File: src/rtl/sha_digest_serializer.sv
// Snapshots the 8x32-bit SHA-256 digest on a rising finish_flag and streams it
// over an 8-bit valid/ready port, as raw bytes or lowercase ASCII hex.
module sha_digest_serializer #(
  parameter int HEX_ASCII = 0
) (
  input  logic        clk,
  input  logic        rst,
  input  logic        finish_flag,
  input  logic [31:0] hash [8],
  output logic [7:0]  dout,
  output logic        dout_valid,
  input  logic        dout_ready,
  output logic        dout_last,
  output logic        busy,
  output logic        done,
  output logic        overrun
);

  typedef enum logic {IDLE = 1'b0, SEND = 1'b1} state_t;

  localparam logic [5:0] LAST_BEAT = (HEX_ASCII != 0) ? 6'd63 : 6'd31;

  state_t       state_q;
  logic         finish_flag_q;
  logic [255:0] snap_q;
  logic [5:0]   cnt_q;
  logic [5:0]   cnt_d;
  logic [7:0]   dout_q;
  logic         dout_valid_q;
  logic         dout_last_q;
  logic         busy_q;
  logic         done_q;
  logic         overrun_q;
  logic [255:0] hash_flat_s;
  logic         cap_req_s;
  logic         xfer_s;

  // Beat idx of a packed digest (word 0 in the top bits), raw byte or hex char.
  function automatic logic [7:0] beat_f(input logic [255:0] d, input logic [5:0] idx);
    logic [4:0]   k;
    logic [255:0] sh;
    logic [7:0]   b;
    logic [3:0]   nib;
    k   = (HEX_ASCII != 0) ? idx[5:1] : idx[4:0];
    sh  = d >> {5'd31 - k, 3'b000};
    b   = sh[7:0];
    nib = idx[0] ? b[3:0] : b[7:4];
    if (HEX_ASCII == 0) begin
      return b;
    end else if (nib < 4'd10) begin
      return 8'h30 + {4'h0, nib};
    end else begin
      return 8'h57 + {4'h0, nib};
    end
  endfunction

  always_comb begin
    hash_flat_s = {hash[0], hash[1], hash[2], hash[3], hash[4], hash[5], hash[6], hash[7]};
    cap_req_s   = finish_flag & ~finish_flag_q;
    xfer_s      = dout_valid_q & dout_ready;
    cnt_d       = cnt_q + 6'd1;
  end

  always_ff @(posedge clk) begin
    if (rst) begin
      state_q       <= IDLE;
      finish_flag_q <= 1'b1;
      snap_q        <= '0;
      cnt_q         <= 6'd0;
      dout_q        <= 8'h00;
      dout_valid_q  <= 1'b0;
      dout_last_q   <= 1'b0;
      busy_q        <= 1'b0;
      done_q        <= 1'b0;
      overrun_q     <= 1'b0;
    end else begin
      finish_flag_q <= finish_flag;
      done_q        <= 1'b0;
      case (state_q)
        IDLE: begin
          if (cap_req_s) begin
            snap_q       <= hash_flat_s;
            cnt_q        <= 6'd0;
            dout_q       <= beat_f(hash_flat_s, 6'd0);
            dout_valid_q <= 1'b1;
            dout_last_q  <= 1'b0;
            busy_q       <= 1'b1;
            state_q      <= SEND;
          end
        end
        SEND: begin
          if (xfer_s && (cnt_q == LAST_BEAT)) begin
            done_q <= 1'b1;
            // A request landing on the final transfer chains straight into a new message.
            if (cap_req_s) begin
              snap_q      <= hash_flat_s;
              cnt_q       <= 6'd0;
              dout_q      <= beat_f(hash_flat_s, 6'd0);
              dout_last_q <= 1'b0;
            end else begin
              state_q      <= IDLE;
              dout_q       <= 8'h00;
              dout_valid_q <= 1'b0;
              dout_last_q  <= 1'b0;
              busy_q       <= 1'b0;
            end
          end else begin
            if (xfer_s) begin
              cnt_q       <= cnt_d;
              dout_q      <= beat_f(snap_q, cnt_d);
              dout_last_q <= (cnt_d == LAST_BEAT);
            end
            if (cap_req_s) begin
              overrun_q <= 1'b1;
            end
          end
        end
        default: state_q <= IDLE;
      endcase
    end
  end

  assign dout       = dout_q;
  assign dout_valid = dout_valid_q;
  assign dout_last  = dout_last_q;
  assign busy       = busy_q;
  assign done       = done_q;
  assign overrun    = overrun_q;

endmodule
File: config.mk
export PLATFORM = sky130hd
export DESIGN_NAME = sha_digest_serializer
export DESIGN_NICKNAME = d
export VERILOG_FILES = /design/src/rtl/sha_digest_serializer.sv
export SDC_FILE = /design/constraint.sdc
export NUM_CORES = 1
export LEC_CHECK = 0
export ABC_AREA = 1
export CORE_MARGIN = 2
export CORE_UTILIZATION = 55
export DETAILED_ROUTE_END_ITERATION = 8
export PLACE_DENSITY = 0.82
export SYNTH_ARGS = -nofsm -noshare
export SYNTH_HDL_FRONTEND = slang
export SYNTH_SLANG_ARGS = --single-unit
export TNS_END_PERCENT = 100
File: constraint.sdc
create_clock -name clk -period 4.52 [get_ports clk]
set_input_delay 0.904 -clock clk [delete_from_list [all_inputs] [get_ports clk]]
set_output_delay 0.904 -clock clk [all_outputs]
set_load 0.05 [all_outputs]
Word level (Yosys, flattened, before mapping)
Cells that the tools add are included.
{"block": "word_totals", "memories": 0, "mem_bits_rw": 0, "elab_cells": 52, "mem_bits_ro": 0, "regBits": 276, "latch_bits": 0, "in_bits": 260}
{"block": "classes", "n_mul": 0, "reduce_logical": 5, "n_div": 0, "order_cmp": 0, "bitwise": 5, "n_addsub": 2, "shifts": 1, "n_eq_ne": 6, "n_mux": 24}
{"op": "$mux W256", "n": 2}
{"op": "$pmux W256 S2", "n": 1}
{"op": "$shr A256 B8 Y8", "n": 1}
{"op": "$mux W8", "n": 4}
{"op": "$mux W6", "n": 3}
{"op": "$pmux W8 S2", "n": 1}
{"op": "$eq A6 B5 Y1 const B", "n": 2}
{"op": "$pmux W6 S2", "n": 1}
{"op": "$mux W1", "n": 9}
{"op": "$add A6 B1 Y6 const B", "n": 1}
{"op": "$pmux W1 S2", "n": 3}
{"op": "$reduce_and A3 Y1", "n": 2}
{"op": "$sub A5 B5 Y5 const A", "n": 1}
{"op": "$ne A2 B2 Y1 const B", "n": 2}
{"op": "$ne A3 B1 Y1 const B", "n": 1}
{"op": "$not A1 Y1", "n": 3}
{"op": "$and A1 B1 Y1", "n": 2}
{"op": "$ne A2 B1 Y1 const B", "n": 1}
{"op": "$reduce_and A2 Y1", "n": 1}
{"op": "$reduce_or A2 Y1", "n": 1}
{"op": "$logic_and A1 B1 Y1", "n": 1}

Depth between registers and ports, before layout
{"block": "depth", "ltp_word": 6, "mapped_depth": 16, "depth_no_buf": 12}

Least setup slack after synthesis
Ideal clock, no wire load.
{"block": "synth_timing", "kind": "input -> register", "startpoint": "in finish_flag", "endpoint": "reg dout_q[6], in the netlist dout[6]", "required_time_ns": 4.411, "arrival_ns": 2.134, "stages": 13, "setup_slack_ns": 2.278, "setup_time_ns": 0.109, "path_cell_list": "inv_1 > nor2_1 > inv_1 > ha_1 > inv_1 > nand2_1 > clkinv_1 > clkbuf_1 > nand2_1 > inv_1 > nand3_1 > nand2_1 > inv_1"}
{"block": "synth_between", "elab_chain_len": 4, "elab_cells_between_ends": 6, "classes_between": "eq/ne: 1; mux: 3; bitwise: 1; reduce/logical: 1"}
{"element": "from (decl)", "line_no": "8", "rtl": "input logic finish_flag,"}
{"element": "$and A1 B1 Y1 *", "line_no": "59", "rtl": "cap_req_s = finish_flag & ~finish_flag_q;"}
{"element": "$mux W8", "line_no": "95", "rtl": "if (cap_req_s) begin"}
{"element": "$mux W8", "line_no": "92", "rtl": "if (xfer_s && (cnt_q == LAST_BEAT)) begin"}
{"element": "$pmux W8 S2", "line_no": "79", "rtl": "case (state_q)"}
{"element": "to (signal assigned)", "line_no": "84", "rtl": "dout_q <= beat_f(hash_flat_s, 6'd0);"}
{"element": "to (signal assigned)", "line_no": "98", "rtl": "dout_q <= beat_f(hash_flat_s, 6'd0);"}
{"element": "to (signal assigned)", "line_no": "110", "rtl": "dout_q <= beat_f(snap_q, cnt_d);"}
{"element": "to (decl)", "line_no": "28", "rtl": "logic [7:0] dout_q;"}
Every way passes the cells marked *; elsewhere a longest branch is shown, timed or not.
A chain may end at the register's enable or synchronous reset.

Worst setup path after layout
{"block": "layout_timing", "startpoint": "reg cnt_q[0]", "endpoint": "reg snap_q[111]"}
{"block": "layout_between", "elab_chain_len": 3}
{"element": "from (decl)", "line_no": "26", "rtl": "logic [5:0] cnt_q;"}
{"element": "from (signal assigned)", "line_no": "109", "rtl": "cnt_q <= cnt_d;"}
{"element": "$eq A6 B5 Y1", "line_no": "92"}
{"element": "$logic_and A1 B1 Y1", "line_no": "92"}
{"element": "$ne A2 B1 Y1 (no line)"}
{"element": "to (signal assigned)", "line_no": "82", "rtl": "snap_q <= hash_flat_s;"}
{"element": "to (signal assigned)", "line_no": "96", "rtl": "snap_q <= hash_flat_s;"}
{"element": "to (decl)", "line_no": "25", "rtl": "logic [255:0] snap_q;"}
No other way between the ends.

==> key figures <==
Worst setup path
  – Crit path max fanout: between 200 and 300
  – Crit path buffers/inverters: 3
  – CP Capture Type: flip-flop
  – CP Cell Sequence: ha_1 -> nand3_2 -> nor2_2 -> nand3_2 -> nand2_4 -> inv_2 -> nor2_8 -> inv_16 -> buf_4 -> o21ai_1 -> a21oi_1
  – Crit path launch type: flip-flop
  – R2r startpoint: cnt_q[0]$_SDFFE_PP0P_
  – CP peak stage delay: around 0.56 ns
  – Top cell by count, worst path: nand3_2
  – Depth of the most critical reg-to-reg path: 11
  – Critical path type: reg2reg
  – Beginning of the critical path: cnt_q[0]$_SDFFE_PP0P_
  – Slowest cell on crit path: dfxtp_4
  – R2r endpoint: snap_q[111]$_SDFFE_PP0P_
  – Delay-heaviest family, CP: simple AND/OR/NAND/NOR gates
  – Worst Setup EP: snap_q[111]$_SDFFE_PP0P_
  – Critical path depth: 11
  – Worst Path Required: 4.91 ns
  – Worst path arrival time: 3.65 ns
  – Register-to-register setup slack: ~1.3 ns

CTS
  – Clock buffer depth: 3
  – Post-CTS Hold Fix Bufs: 0
  – Setup Fix Bufs, Post-CTS: 0
  – TritonCTS clock tree: done
  – H-Tree Level Count: 1
  – Clock Latency Late Sink: 0.54 ns
  – PostCTS Resize Cnt: 0
  – Clk slew on worst S/H paths: 0.07 ns
  – CTS Buf Count: 29
  – CTS Root Cell: clkbuf_16
  – CTS Sinks: 276

Power
  – Max VDD drop: 227 uV
  – Power share of the combinational group: 12.9%
  – Sequential power share: 44.0%
  – Sw Share: 24.2%
  – Switching Power: 1430 uW
  – Clock power share: a little over two fifths
  – Pint: 4490 uW
  – Leak: 0.00665 uW
  – Power Dens Cells: roughly 360 nW/um^2

Logic synthesis
  – Synth cell types: 29
  – Synth warn: 0
  – Synthesized area: 12900 sq um
  – Sequential share of the synthesized area: between 40% and 50%
  – Syn avg cell area: 7.01 sq um
  – Post-Syn Nets: 2101
  – Cell count after synthesis: 1838
  – Yosys reg bits: 276
  – Post-synth top area share: a little over two fifths
  – Yosys top cell by area: dfxtp_1
  – Synth top area cells: dfxtp_1 43%, a21oi_1 9.5%, nand2_1 9.1%, nand3_1 8.7%, o21ai_1 8.4%

Layout
  – Layout cells sized above 1: between 4 and 5%
  – Ant diodes: 0
  – Final net count: 2283
  – Area Overhead vs Synth: 26.4%

Floorplanning
  – Core ar.: 23300 sq um
  – DIE AREA: 24700 sq um
  – FP Rows: between 50 and 60
  – Die width: 157 um
  – Starting density of the core: 55.4%
  – I/O Pins: 273
  – Die Height: 157 um

STA
  – Clock Skews: 0.00756 ns
  – Max Clk Rate: about 0.31 GHz
  – Setup repair after global routing missed its margin: no
  – Fin. Hold Viols: 0
  – Least-Margin Pin Slew: about 0.96 ns
  – Final worst setup slack: about 1.3 ns
  – Pins Over Slew Limit: 0
  – Tmin final: 3.26 ns
  – Final Setup Violations: 0
  – Setup TNS: 0 ns
  – Slew margin rel.: 35.5%
  – Period Utilization, post-route: 72.1%

Placement
  – HPWL Detailed: 24700 um
  – Port bufs: 272
  – Dpl ws: 1.06 ns
  – Gpl congestion: a little under 0.9

Global routing
  – Largest net degree at the start of global routing: ~270
  – Initial antenna violation count: 0
  – Tot GR Track Use: 29.5%
  – First-pass GRT wire length: about 59000 um
  – Gr ovfl total: 0
  – Vias in the first global route: 11589

Route
  – Wire per inst: roughly 16 um
  – Drt initial violations: roughly 1200
  – DRC viols: 0
  – Total number of vias: 12604
  – Final WL: 37100 um
  – Routed Antenna Nets: 0
  – DRT Pass-1 Iters: 6
  – Via density: 5.34

Min path
  – Worst min-delay path class: reg2reg

Status
  – Status: complete, no violations

Flow run
  – Max Cap Viol: 0
-- sequential cells by signal, indices dropped and copies added, names as in the netlist --
name           count
overrun            1
state_q            1
busy               1
snap_q           256
dout               8
done               1
finish_flag_q      1
cnt_q              6
dout_last          1
-- Yosys cell counts --
master	n
o21ai_1	217
clkbuf_1	53
xor2_1	2
nand3_1	223
nand3_2	2
nor3_1	2
inv_1	269
a211oi_1	2
ha_1	3
nand2_1	314
nor2_2	1
o21a_1	1
clkinv_1	2
buf_4	2
nand3b_1	1
a21oi_1	244
nor2_1	71
o21ai_0	51
nor2_8	1
nand2_2	1
o211ai_1	8
inv_2	3
inv_4	1
nand4_1	1
buf_6	53
nand2_4	1
dfxtp_1	276
xnor2_1	1
buf_2	32
-- per-stage QoR --
stage               instance area (sq um)  cells  util [%]  total power [uW]  hold WS (ns)
finish                              16300   2361      70.0              5920         0.448
global route                        16300   2361      70.0              6130         0.461
CTS                                 16300   2361      70.0              5940         0.452
detailed placement                  15300   2308      65.6              3410         0.442
global placement                    15300   2308      65.6              3390         0.434
floorplan                           12900   1838         -              3080         0.425
-- power by group through the flow --
stage          Combinational [uW]  Sequential [uW]  Clock (uW)
4_1_cts                       760             2600        2570
3_5_place_dp                  750             2660           0
3_3_place_gp                  739             2650           0
5_1_grt                       839             2610        2680
2_1_floorplan                 406             2670           0
6_report                      763             2600        2550
-- worst register-to-register path, cell delays in order, from the launching register on --
cell     delay (ns)
dfxtp_4        0.56
ha_1           0.44
nand3_2        0.14
nor2_2         0.15
nand3_2        0.14
nand2_4        0.18
inv_2          0.10
nor2_8         0.31
inv_16         0.27
buf_4          0.62
o21ai_1        0.16
a21oi_1        0.06
-- worst min-delay path by stage --
stage | start | to | cells past startpoint
final | snap_q[255]$_SDFFE_PP0P_ | snap_q[255]$_SDFFE_PP0P_ | 2
after global routing | snap_q[225]$_SDFFE_PP0P_ | snap_q[225]$_SDFFE_PP0P_ | 2
after CTS | snap_q[230]$_SDFFE_PP0P_ | snap_q[230]$_SDFFE_PP0P_ | 2
after detailed placement | snap_q[230]$_SDFFE_PP0P_ | snap_q[230]$_SDFFE_PP0P_ | 2
after global placement | snap_q[230]$_SDFFE_PP0P_ | snap_q[230]$_SDFFE_PP0P_ | 2
after floorplan | snap_q[226]$_SDFFE_PP0P_ | snap_q[226]$_SDFFE_PP0P_ | 2
-- metal layers --
metal | track usage, % | vias to the layer above | routed length [um]
li1 | - | 6309 | -
met1 | 40.8 | 5672 | 15900
met2 | 47.5 | 551 | 17000
met3 | 3.80 | 72 | 2970
met4 | 10.5 | 0 | 1230
met5 | 0 | - | 0
-- kinds of logic (layout without fill, tap and decap cells) --
kind of cell / after synthesis / after routing / synth area share, %
buffers and inverters: 415 / 619 / 15.6
adder cells (fa/ha/maj): 3 / 3 / 0.291
AND/OR/NAND/NOR: 618 / 618 / 20.6
flip-flops: 276 / 276 / 42.9
XOR/XNOR: 3 / 3 / 0.204
AO/OA/AOI/OAI: 523 / 523 / 20.5
-- placed cells by master (no fill, tap or decap), types with 6 or more instances in the layout --
cell type	count
clkdlybuf4s50_1	272
clkbuf_16	29
bufinv_16	6
inv_1	268
o211ai_1	8
nand3_1	223
buf_4	17
o21ai_0	51
clkinv_2	9
a21oi_1	244
dfxtp_1	275
nand2_1	314
o21ai_1	217
nor2_1	71
-- area by class of cell --
cell class,instances,area [sq um]
fillers,1945,6980
multi-input cells,1147,5390
flip-flops and latches,276,5530
clock buffers,35,778
inverters,275,1060
repair buffers,291,2890
clock inverters,18,246
well taps,319,399
(Power assumes the default switching activity.)
